`config.mk`:
```
export PLATFORM = sky130hd
export DESIGN_NAME = muldiv_unit
export DESIGN_NICKNAME = d
export VERILOG_FILES = /design/src/rtl/muldiv_unit.sv
export SDC_FILE = /design/constraint.sdc
export NUM_CORES = 1
export LEC_CHECK = 0
export BUFFER_PORTS_ARGS = -buffer_cell sky130_fd_sc_hd__clkbuf_2
export CAP_MARGIN = 20
export CORE_UTILIZATION = 30
export CTS_BUF_LIST = sky130_fd_sc_hd__clkbuf_16
export DETAILED_ROUTE_END_ITERATION = 6
export PLACE_DENSITY_LB_ADDON = 0.12
export SYNTH_ARGS = -nofsm -noshare
export SYNTH_HDL_FRONTEND = slang
export SYNTH_SLANG_ARGS = --single-unit
```
`constraint.sdc`:
```
create_clock -name clk -period 20.4 [get_ports clk]
set_input_delay 2.04 -clock clk [delete_from_list [all_inputs] [get_ports clk]]
set_output_delay 2.04 -clock clk [all_outputs]
set_load 0.02 [all_outputs]
```
`src/rtl/muldiv_unit.sv`:
```
// Iterative multiply/divide unit with architectural HI/LO registers.
// One shift-add or restoring-subtract step per cycle; sign fix-up happens at writeback.
module muldiv_unit #(
  parameter int WIDTH = 32
) (
  input  logic             clk,
  input  logic             reset,
  input  logic             start,
  input  logic [2:0]       op,
  input  logic [WIDTH-1:0] a,
  input  logic [WIDTH-1:0] b,
  input  logic             flush,
  output logic             busy,
  output logic             done,
  output logic [WIDTH-1:0] hi,
  output logic [WIDTH-1:0] lo
);

  localparam int CW = $clog2(WIDTH + 1);

  typedef enum logic {S_IDLE, S_RUN} state_t;

  state_t           r_state;
  logic [CW-1:0]    r_cnt;
  logic             r_busy, r_done;
  logic [WIDTH-1:0] r_hi, r_lo;
  logic             r_is_div, r_neg_q, r_neg_r, r_bzero;
  logic [WIDTH-1:0] r_a_raw;
  logic [WIDTH:0]   r_p;
  logic [WIDTH-1:0] r_q, r_d;

  logic             w_signed, w_a_neg, w_b_neg;
  logic [WIDTH-1:0] w_a_mag, w_b_mag;
  logic [WIDTH:0]   w_sum, w_add, w_shift, w_diff, w_p_nxt;
  logic [WIDTH-1:0] w_q_nxt, w_rem_mag, w_res_hi, w_res_lo;
  logic [2*WIDTH-1:0] w_prod;

  assign w_signed = ~op[0];
  assign w_a_neg  = w_signed & a[WIDTH-1];
  assign w_b_neg  = w_signed & b[WIDTH-1];
  assign w_a_mag  = w_a_neg ? -a : a;
  assign w_b_mag  = w_b_neg ? -b : b;

  // r_p is the partial product (mul) or partial remainder (div); r_q holds multiplier or dividend/quotient.
  always_comb begin
    w_sum     = r_p + {1'b0, r_d};
    w_add     = r_q[0] ? w_sum : r_p;
    w_shift   = {r_p[WIDTH-1:0], r_q[WIDTH-1]};
    w_diff    = w_shift - {1'b0, r_d};
    w_p_nxt   = '0;
    w_q_nxt   = '0;
    if (r_is_div) begin
      if (!w_diff[WIDTH]) begin
        w_p_nxt = w_diff;
        w_q_nxt = {r_q[WIDTH-2:0], 1'b1};
      end else begin
        w_p_nxt = w_shift;
        w_q_nxt = {r_q[WIDTH-2:0], 1'b0};
      end
    end else begin
      w_p_nxt = {1'b0, w_add[WIDTH:1]};
      w_q_nxt = {w_add[0], r_q[WIDTH-1:1]};
    end

    w_prod    = {w_p_nxt[WIDTH-1:0], w_q_nxt};
    w_rem_mag = w_p_nxt[WIDTH-1:0];
    w_res_hi  = '0;
    w_res_lo  = '0;
    if (!r_is_div) begin
      if (r_neg_q) w_prod = -w_prod;
      w_res_hi = w_prod[2*WIDTH-1:WIDTH];
      w_res_lo = w_prod[WIDTH-1:0];
    end else if (r_bzero) begin
      w_res_hi = r_a_raw;
      w_res_lo = '1;
    end else begin
      w_res_hi = r_neg_r ? -w_rem_mag : w_rem_mag;
      w_res_lo = r_neg_q ? -w_q_nxt : w_q_nxt;
    end
  end

  always_ff @(posedge clk) begin
    if (reset) begin
      r_state  <= S_IDLE;
      r_cnt    <= '0;
      r_busy   <= 1'b0;
      r_done   <= 1'b0;
      r_hi     <= '0;
      r_lo     <= '0;
      r_is_div <= 1'b0;
      r_neg_q  <= 1'b0;
      r_neg_r  <= 1'b0;
      r_bzero  <= 1'b0;
      r_a_raw  <= '0;
      r_p      <= '0;
      r_q      <= '0;
      r_d      <= '0;
    end else begin
      r_done <= 1'b0;
      if (flush) begin
        r_state <= S_IDLE;
        r_busy  <= 1'b0;
        r_cnt   <= '0;
      end else begin
        case (r_state)
          S_IDLE: begin
            if (start) begin
              case (op)
                3'b000, 3'b001, 3'b010, 3'b011: begin
                  r_is_div <= op[1];
                  r_neg_q  <= w_a_neg ^ w_b_neg;
                  r_neg_r  <= w_a_neg;
                  r_bzero  <= (b == '0);
                  r_a_raw  <= a;
                  r_p      <= '0;
                  r_q      <= op[1] ? w_a_mag : w_b_mag;
                  r_d      <= op[1] ? w_b_mag : w_a_mag;
                  r_cnt    <= CW'(WIDTH);
                  r_state  <= S_RUN;
                  r_busy   <= 1'b1;
                end
                3'b100:  r_hi <= a;
                3'b101:  r_lo <= a;
                default: ;
              endcase
            end
          end
          S_RUN: begin
            r_p   <= w_p_nxt;
            r_q   <= w_q_nxt;
            r_cnt <= r_cnt - 1'b1;
            if (r_cnt == CW'(1)) begin
              r_hi    <= w_res_hi;
              r_lo    <= w_res_lo;
              r_state <= S_IDLE;
              r_busy  <= 1'b0;
              r_done  <= 1'b1;
            end
          end
          default: r_state <= S_IDLE;
        endcase
      end
    end
  end

  assign busy = r_busy;
  assign done = r_done;
  assign hi   = r_hi;
  assign lo   = r_lo;

endmodule
```
==> results of run 1 <==
==> area by class of cell <==
| cell class | count | area share (%) |
|---|---|---|
| Timing Repair Buffer | 168 | 4.645 |
| Clock inverter | 17 | 0.7937 |
| Inverter | 67 | 1.246 |
| Multi-Input combinational cell | 2108 | 64.81 |
| Clock buffer | 26 | 3.225 |
| Sequential cell | 206 | 20.48 |
| Tap cell | 773 | 4.793 |
==> per-stage QoR <==
step | power [mW] | utilization, %
floorplan | 0.6412 | -
global placement | 0.7593 | 32.56
detailed placement | 0.7584 | 32.57
CTS | 1.225 | 33.93
global route | 1.269 | 33.93
finish | 1.222 | 33.93
==> cells by family after synthesis <==
kind of cell             after synthesis  synth area share (%)
flip-flops                           206                 22.66
AND/OR/NAND/NOR                      955                 24.02
XOR/XNOR                             164                 7.892
adder cells (fa/ha/maj)               73                 5.101
multiplexers                          64                 3.582
buffers and inverters                258                 5.582
AO/OA/AOI/OAI                        852                 31.17
==> sequential cells by signal, indices dropped and copies added, names as in the netlist <==
signal / flops
busy: 1
done: 1
hi: 32
lo: 32
r_a_raw: 32
r_bzero: 1
r_cnt: 6
r_d: 32
r_is_div: 1
r_neg_q: 1
r_neg_r: 1
r_p: 33
r_q: 32
r_state: 1
==> power by group through the flow <==
stage	combinational, mW	clock, mW	sequential, mW
finish	0.330	0.465	0.427
detailed placement	0.323	0	0.435
global route	0.353	0.487	0.428
floorplan	0.209	0	0.432
global placement	0.325	0	0.435
CTS	0.325	0.474	0.426
==> placed cells by master, fill, tap and decap left out, drive strengths merged, types with 26 or more instances in the layout <==
master and n:
or3 29, o211ai 64, mux2i 55, a21oi 274, o221ai 33, clkbuf 160
a211oi 68, o21ai 153, o31ai 27, dfxtp 206, inv 73, xor2 76
nand2 343, nor3 98, ha 71, buf 34, a22oi 33, nand4 26
nor2 290, xnor2 88
==> layer usage <==
layer | vias to the layer above | wire length (µm)
li1 | 9398 | -
met1 | 9812 | 37260
met2 | 698 | 40240
met3 | 144 | 5217
met4 | 0 | 4004
met5 | - | 0
==> worst paths after layout <==
path                              endpoint       start  cells after the start  slack [ns]
worst max-delay path                hi[30]     r_q[31]                     29       12.13
worst min-delay path            r_a_raw[4]  r_a_raw[4]                      2        0.45
worst max register to register      hi[30]     r_q[31]                     29       12.13
worst min register to register  r_a_raw[4]  r_a_raw[4]                      2        0.45
==> Yosys cell counts (all sizes together), types with 29 or more instances <==
library cell / n / area share (%)
a211oi: 68 / 3.1
a21oi: 274 / 7.6
a22oi: 33 / 1.4
buf: 33 / 0.94
clkbuf: 158 / 3.3
dfxtp: 206 / 23
ha: 71 / 4.9
inv: 66 / 1.4
mux2i: 55 / 3.0
nand2: 343 / 7.1
nor2: 290 / 6.0
nor3: 98 / 2.8
o211ai: 64 / 2.7
o21ai: 153 / 4.2
o221ai: 33 / 1.6
or3: 29 / 1.0
xnor2: 88 / 4.2
xor2: 76 / 3.7
==> tightest hold or removal path: stages, from the launching register on <==
cell and delay (ns):
dfxtp_1 0.31, nand2_1 0.05, a21oi_1 0.05
==> impl_metrics.py, run 1 <==
metrics = {
    "timing": {
        "worst_pin_slew_ns": 1.193,
        "grt_setup_unrepaired": "no",
        "post-route-period-util_pct": 40.56,
        "relSlewSlack_pct": 19.64,
        "setup_viol_count_final": 0,
        "whs_ns": 0.4511,
        "hold_viol_final": 0,
        "min_period_ns": 8.275,
        "fmax_mhz": 120.8,
        "fin_ws_ns": 12.13,
        "tns_ns": 0,
        "slew_viol_final": 0,
        "skew_ns": 0.01355,
    },
    "routing": {
        "route.detailed.wl_per_inst_um": 25.77,
        "postRouteAntennaNets": 0,
        "wirelength_um": 86730,
        "firstDrtPassIters": 5,
        "drt-initial-drc-count": 1741,
        "vias": 20052,
        "drc": 0,
        "via_per_inst": 5.959,
    },
    "yosys": {
        "async_reset_ff_share_pct": 0,
        "ys.flop_type": "dfxtp_1",
        "syn_area_mm2": 0.01820,
        "ys_warn_count": 0,
        "ys_seq_area_share_pct": 22.66,
        "ys_ff_latch": 206,
        "ys_types": 95,
        "avgSynthCellArea_um2": 7.077,
        "syn_nets": 2716,
        "synth_edf_count": 0,
        "syn_inst": 2572,
    },
    "pwr": {
        "powerDensity_mw_per_mm2": 60.54,
        "max-vdd-ir-drop_uv": 54.33,
        "p_sw_share_pct": 36.09,
        "switchingPower_uw": 440.8,
        "power_leakage_nw": 7.414,
        "comb_power_share_pct": 27.0,
        "clockPowerShare_pct": 38.1,
        "seq_power_share_pct": 34.9,
        "p_int_uw": 780.8,
    },
    "global_routing": {
        "grt_busiest_layer": "met2",
        "use_met3_pct": 3.103,
        "grt_max_degree": 126,
        "gr-usage-met2_pct": 45.26,
        "overflow": 0,
        "antenna_found_initial": 4,
        "grt_use_total_pct": 27.49,
        "grt_pass1_vias": 19056,
        "met1_usage_pct": 36.31,
        "grt_first_pass_wirelength_um": 126400,
    },
    "final_layout": {
        "final_net_count": 2721,
        "multi_input_area_mm2": 0.01308,
        "area_delta_synth_final_pct": 10.85,
        "fillers": 6503,
        "layout-drive-gt1-share_pct": 10.53,
        "design_area_mm2": 0.02018,
        "layout.area.seq_mm2": 0.004133,
        "n_antenna_cell": 0,
        "layoutNonFillerInstCount": 3365,
    },
    "placed_design": {
        "gp_congestion": 0.9430,
        "pre_cts_ws_ns": 12.27,
        "placed_area_mm2": 0.01937,
        "dp.cells": 3322,
        "io_buffers": 136,
        "dp_hpwl_um": 66330,
    },
    "worst_setup_path": {
        "cpMaxStageDelayCell": "or3b_1",
        "start_kind": "flip-flop",
        "crit_path_end_kind": "flip-flop",
        "critical_path_arrival_ns": 8.69,
        "cp_num_buf_inv": 4,
        "cpLargestDelayFamily": "simple AND/OR/NAND/NOR gates",
        "crit_type": "flip-flop to flip-flop",
        "required_ns": 20.82,
        "slowest_delay_ns": 0.62,
        "critPathMaxFanout": 25,
    },
    "clock_network": {
        "post_cts_buffers": 0,
        "ctsRootBufferMaster": "clkbuf_16",
        "cts_resized": 0,
        "cts_tree": "done",
        "cts.path.max_buffers": 3,
        "clk_latency_ns": 0.57,
        "cts_buffers": 26,
        "cts_hold_buffers": 0,
        "clk_pin_slew_ns": 0.06,
        "clock-sinks": 206,
        "cts_max_level": 1,
    },
    "min_path": {
        "hold_class": "flip-flop to flip-flop",
    },
    "floorplan": {
        "ios": 137,
        "die_x_um": 248.3,
        "die_h_um": 248.3,
        "num_rows": 89,
        "start_util_pct": 30.61,
        "die-area_mm2": 0.06166,
        "core_area_mm2": 0.05946,
    },
    "outcome": {
        "status": "finished, final reports clean",
    },
    "run": {
        "max_cap_violations": 0,
    },
}
Note: power is estimated with default switching activity, not from simulation.
==> inputs of run 2 (changes only) <==
==> constraint.sdc (replaced) <==
create_clock -name clk -period 7.7 [get_ports clk]
set_input_delay 0.77 -clock clk [delete_from_list [all_inputs] [get_ports clk]]
set_output_delay 0.77 -clock clk [all_outputs]
set_load 0.02 [all_outputs]
==> run 2 against run 1 <==
Against the previous run: flip-flop and latch count stayed put; clock power rose to 2.7 times the previous value; largest cell class unchanged; via count down 0.39%; combinational power grew to 2.7 times the previous value; setup slack lost 12 ns; first-iteration DRC count grew 4.1%; clock skew increased by 0.012 ns; non-clock buffer count rose by 25; sequential share of layout area fell by 0.20 points.
==> impl_metrics.py, run 2 (synthesis results as in run 1) <==
metrics = {
    "timing": {
        "grt_setup_unrepaired": "no",
        "relSlewSlack_pct": 28.46,
        "min_period_ns": 7.079,
        "tns_ns": 0,
        "fmax_mhz": 141.3,
        "post-route-period-util_pct": 91.93,
        "skew_ns": 0.02571,
        "setup_viol_count_final": 0,
        "whs_ns": 0.4527,
        "worst_pin_slew_ns": 1.069,
        "slew_viol_final": 0,
        "hold_viol_final": 0,
    },
    "min_path": {
        "hp-start": "r_a_raw[8]",
        "hold_end": "r_a_raw[8]",
        "hold_class": "flip-flop to flip-flop",
        "hold_path_depth": 2,
    },
    "final_layout": {
        "layout-drive-gt1-share_pct": 11.46,
        "layout_commonest_cell": "nand2_1",
        "design_area_mm2": 0.02038,
        "top_register": "r_p",
        "fillers": 6570,
        "area_delta_synth_final_pct": 11.97,
        "largest_reg_flops": 33,
        "mostFrequentLayoutCells": "nand2_1 (343), nor2_1 (287), a21oi_1 (272)",
        "final_net_count": 2745,
        "layoutNonFillerInstCount": 3394,
    },
    "global_routing": {
        "grt_max_degree": 82,
        "grt_pass1_vias": 18898,
        "grt_first_pass_wirelength_um": 125600,
        "antenna_found_initial": 3,
        "overflow": 0,
        "grt_use_total_pct": 27.56,
    },
    "clock_network": {
        "clk_pin_slew_ns": 0.07,
        "cts_max_level": 1,
        "ctsRootBufferMaster": "clkbuf_16",
        "cts_hold_buffers": 0,
        "post_cts_buffers": 0,
        "cts.path.max_buffers": 3,
        "cts_resized": 0,
        "clk_latency_ns": 0.58,
        "cts_buffers": 25,
        "cts_tree": "done",
        "clock-sinks": 206,
    },
    "pwr": {
        "power_leakage_nw": 7.542,
        "total_power_mw": 3.261,
        "powerDensity_mw_per_mm2": 160.0,
        "max-vdd-ir-drop_uv": 124.2,
    },
    "outcome": {
        "status": "finished, final reports clean",
    },
    "worst_setup_path": {
        "r2r_end": "hi[31]",
        "crit_path_end_kind": "flip-flop",
        "rr_startpoint": "r_d[7]",
        "reg2reg_slack_ns": 0.62,
        "crit_type": "flip-flop to flip-flop",
        "required_ns": 8.17,
        "critPathMaxFanout": 11,
        "critical_path_arrival_ns": 7.55,
        "start_kind": "flip-flop",
        "r2r_cells": 24,
    },
    "routing": {
        "drc": 0,
        "wirelength_um": 86940,
        "postRouteAntennaNets": 0,
        "firstDrtPassIters": 5,
        "drt-initial-drc-count": 1812,
        "via_per_inst": 5.885,
        "route.detailed.wl_per_inst_um": 25.62,
        "vias": 19973,
    },
    "floorplan": {
        "start_util_pct": 30.61,
        "die_x_um": 248.3,
        "die-area_mm2": 0.06166,
        "num_rows": 89,
        "ios": 137,
        "die_h_um": 248.3,
        "core_area_mm2": 0.05946,
    },
    "placed_design": {
        "io_buffers": 136,
        "placed_area_mm2": 0.01954,
        "gp_congestion": 0.9608,
        "dp.cells": 3347,
        "dp_hpwl_um": 66910,
    },
    "run": {
        "max_cap_violations": 0,
    },
}
## run 2: cell types whose count changed in the layout (fill, tap and decap cells not counted), moves of 2 or more
| cell | delta |
|---|---|
| diode_2 | +3 |
| clkinv_1 | +2 |
| buf_4 | +27 |
| inv_1 | -3 |
## run 2: worst max path at each step
| stage | startpoint | to | slack, ns |
|---|---|---|---|
| final | r_d[7] | hi[31] | 0.62 |
| after global routing | r_q[31] | hi[31] | 0.18 |
| after CTS | r_q[31] | hi[31] | 0.70 |
| after detailed placement | r_q[31] | hi[17] | 0.77 |
| after global placement | r_q[31] | hi[17] | 0.82 |
| after floorplan | r_q[31] | hi[30] | 0.98 |
## run 2: cell type report
type / instances / area, µm² / area share [%]
well taps: 773 / 967.2 / 4.746
diodes: 3 / 7.507 / 0.03683
inverters: 67 / 251.5 / 1.234
flip-flops and latches: 206 / 4133 / 20.28
clock inverters: 19 / 203.9 / 1.001
clock buffers: 25 / 625.6 / 3.070
repair buffers: 193 / 1115 / 5.470
multi-input cells: 2108 / 13080 / 64.17
## run 2: report_power, final
| group | switching [mW] | internal [mW] | total, mW |
|---|---|---|---|
| Sequential | 0.0372 | 1.09 | 1.13 |
| Combinational | 0.599 | 0.276 | 0.875 |
| Clock | 0.529 | 0.726 | 1.25 |
## run 2: critical path, cell delays in order, from the launching register on
cell and delay (ns):
dfxtp_1 0.37, inv_1 0.06, ha_1 0.35, a21oi_1 0.25, o21ai_0 0.26, or2_2 0.39
a2111o_1 0.41, a41oi_1 0.30, nor2b_1 0.08, o21ai_0 0.15, nand2b_1 0.08, ha_1 0.32
buf_4 0.20, nand2b_1 0.21, nor2_2 0.23, o2111ai_1 0.23, or4_1 0.60, or3_1 0.54
o41ai_4 0.43, a31oi_1 0.27, a21o_1 0.29, or4_1 0.51, mux2i_1 0.15, a211oi_1 0.07
a211oi_1 0.24
## run 2: routing by layer
metal	up-vias	GRT usage, %	part of all wire, %
li1	9450	-	-
met2	636	45.29	46
met3	166	3.286	5.0
met5	-	0	0
met1	9721	35.54	43
met4	0	13.50	5.5
## run 2: stage by stage
step                utilization, %  setup WS [ns]
floorplan                        -         0.9765
global placement             32.87         0.8169
detailed placement           32.87         0.7674
CTS                          34.26         0.7013
global route                 34.26         0.1832
finish                       34.27         0.6211
==> inputs of run 3 (changes only) <==
--- a/config.mk
+++ b/config.mk
@@ -5,12 +5,13 @@
 export SDC_FILE = /design/constraint.sdc
 export NUM_CORES = 1
 export LEC_CHECK = 0
-export BUFFER_PORTS_ARGS = -buffer_cell sky130_fd_sc_hd__clkbuf_2
 export CAP_MARGIN = 20
 export CORE_UTILIZATION = 30
 export CTS_BUF_LIST = sky130_fd_sc_hd__clkbuf_16
 export DETAILED_ROUTE_END_ITERATION = 6
+export DONT_BUFFER_PORTS = 1
 export PLACE_DENSITY_LB_ADDON = 0.12
+export SKIP_LAST_GASP = 1
 export SYNTH_ARGS = -nofsm -noshare
 export SYNTH_HDL_FRONTEND = slang
 export SYNTH_SLANG_ARGS = --single-unit
==> run 3 against run 2 <==
Against the previous run: the flow now finishes with violations (DRC); utilization fell by 1.1 points; worst hold slack got worse by 0.15 ns; die area did not move; flip-flop and latch count did not move; sequential share of layout area rose by 0.65 points; highest routed layer unchanged.
==> impl_metrics.py, run 3 (synthesis results as in run 1) <==
metrics = {
    "outcome": {
        "status": "finished with violations",
        "violations": "DRC",
    },
    "clock_network": {
        "cts.path.max_buffers": 3,
        "clock-sinks": 206,
        "cts_tree": "done",
        "cts_buffers": 26,
        "cts_hold_buffers": 0,
        "ctsRootBufferMaster": "clkbuf_16",
        "cts_resized": 0,
        "cts_max_level": 1,
        "clk_pin_slew_ns": 0.06,
        "post_cts_buffers": 0,
        "clk_latency_ns": 0.57,
    },
    "routing": {
        "firstDrtPassIters": 7,
        "postRouteAntennaNets": 0,
        "vias": 19521,
        "via_per_inst": 5.988,
        "route.detailed.wl_per_inst_um": 26.97,
        "wirelength_um": 87910,
        "drc": 2,
        "drt-initial-drc-count": 1627,
    },
    "floorplan": {
        "core_area_mm2": 0.05946,
        "start_util_pct": 30.61,
        "die_x_um": 248.3,
        "die-area_mm2": 0.06166,
        "die_h_um": 248.3,
        "ios": 137,
        "num_rows": 89,
    },
    "min_path": {
        "hold_class": "input pin to flip-flop",
        "hold_path_depth": 1,
    },
    "final_layout": {
        "n_antenna_cell": 0,
        "top_register": "r_p",
        "layout_commonest_cell": "nand2_1",
        "layoutNonFillerInstCount": 3260,
        "largest_reg_flops": 33,
        "final_net_count": 2612,
        "layout-drive-gt1-share_pct": 6.836,
        "mostFrequentLayoutCells": "nand2_1 (343), nor2_1 (287), a21oi_1 (272)",
        "area_delta_synth_final_pct": 8.476,
    },
    "timing": {
        "skew_ns": 0.01460,
        "tns_ns": 0,
        "worst_pin_slew_ns": 1.116,
        "fmax_mhz": 138.4,
        "hold_viol_final": 0,
        "slew_viol_final": 0,
        "post-route-period-util_pct": 93.85,
        "min_period_ns": 7.226,
        "grt_setup_unrepaired": "no",
        "setup_viol_count_final": 0,
        "relSlewSlack_pct": 25.26,
    },
    "placed_design": {
        "dp.cells": 3213,
        "gp_congestion": 0.9324,
        "io_buffers": 0,
        "dp_hpwl_um": 67600,
    },
    "pwr": {
        "powerDensity_mw_per_mm2": 162.3,
        "power_leakage_nw": 6.945,
        "max-vdd-ir-drop_uv": 151.9,
    },
    "global_routing": {
        "grt_use_total_pct": 27.77,
        "grt_first_pass_wirelength_um": 126100,
        "grt_pass1_vias": 18556,
        "grt_max_degree": 206,
        "antenna_found_initial": 1,
        "overflow": 0,
    },
    "worst_setup_path": {
        "critPathMaxFanout": 7,
        "critical_path_arrival_ns": 7.72,
        "crit_cells": 28,
        "required_ns": 8.19,
        "cpMaxStageDelayCell": "or4_4",
        "cp_num_buf_inv": 3,
        "start_kind": "flip-flop",
        "slowest_delay_ns": 0.60,
        "crit_path_end_kind": "flip-flop",
        "cpLargestDelayFamily": "simple AND/OR/NAND/NOR gates",
        "crit_type": "flip-flop to flip-flop",
        "r2r_cells": 28,
    },
    "run": {
        "max_cap_violations": 0,
    },
}
run 3: cell count changes in the layout (fill, tap and decap cells not counted):
cell | previous run | this run
inv_1 | 69 | 67
clkbuf_2 | 134 | 0
clkinvlp_4 | 0 | 6
clkinv_2 | 5 | 2
clkbuf_16 | 25 | 27
clkinv_1 | 5 | 6
inv_16 | 1 | 0
buf_2 | 1 | 0
bufinv_16 | 4 | 3
buf_6 | 1 | 0
diode_2 | 3 | 0
buf_4 | 57 | 59
clkinv_8 | 0 | 1
run 3: worst paths after layout:
| kind | from | end | slack [ns] |
|---|---|---|---|
| setup / recovery | r_q[31] | hi[30] | 0.47 |
| hold / removal | reset | r_a_raw[10] | 0.30 |
| setup reg to reg | r_q[31] | hi[30] | 0.47 |
| hold reg to reg | r_a_raw[16] | r_a_raw[16] | 0.45 |
run 3: through the flow:
| step | instance area (µm²) | util, % | hold slack [ns] | power, mW | setup slack, ns |
|---|---|---|---|---|---|
| 2_1_floorplan | 18200 | - | 0.4312 | 1.699 | 0.9765 |
| 3_3_place_gp | 18870 | 31.74 | 0.4351 | 1.940 | 0.6174 |
| 3_5_place_dp | 18870 | 31.74 | 0.4384 | 1.936 | 0.5419 |
| 4_1_cts | 19740 | 33.20 | 0.2708 | 3.217 | 0.4976 |
| 5_1_grt | 19740 | 33.20 | 0.2787 | 3.319 | 0.04947 |
| 6_report | 19740 | 33.20 | 0.3042 | 3.205 | 0.4735 |
run 3: cell type report:
| class | count | area, µm² |
|---|---|---|
| Fill cell | 6468 | 39720 |
| Clock buffer | 27 | 675.6 |
| Clock inverter | 20 | 196.4 |
| Inverter | 67 | 251.5 |
| Tap cell | 773 | 967.2 |
| Sequential cell | 206 | 4133 |
| Timing Repair Buffer | 59 | 442.9 |
| Multi-Input combinational cell | 2108 | 13080 |
run 3: worst reg2reg max path, delay by kind of cell, from the launching register on:
family          cells  cell delay (ns)
fa+ha+maj           4             1.26
flops               1             0.35
simple gates       11             3.03
compound gates      9             2.11
xor+xnor            1             0.16
buf+inv             3             0.26
run 3: routing by layer:
metal | track usage, % | wire length, µm | up-vias | part of all wire (%)
li1 | - | - | 9170 | -
met1 | 36.38 | 38200 | 9560 | 43
met2 | 46.24 | 41350 | 657 | 47
met3 | 2.338 | 3984 | 134 | 4.5
met4 | 12.32 | 4384 | 0 | 5.0
met5 | 0 | 0 | - | 0
run 3: report_power, final:
part | switching [mW] | internal (mW)
Clock | 0.544 | 0.737
Sequential | 0.0465 | 1.09
Combinational | 0.522 | 0.260
Total | 1.11 | 2.09
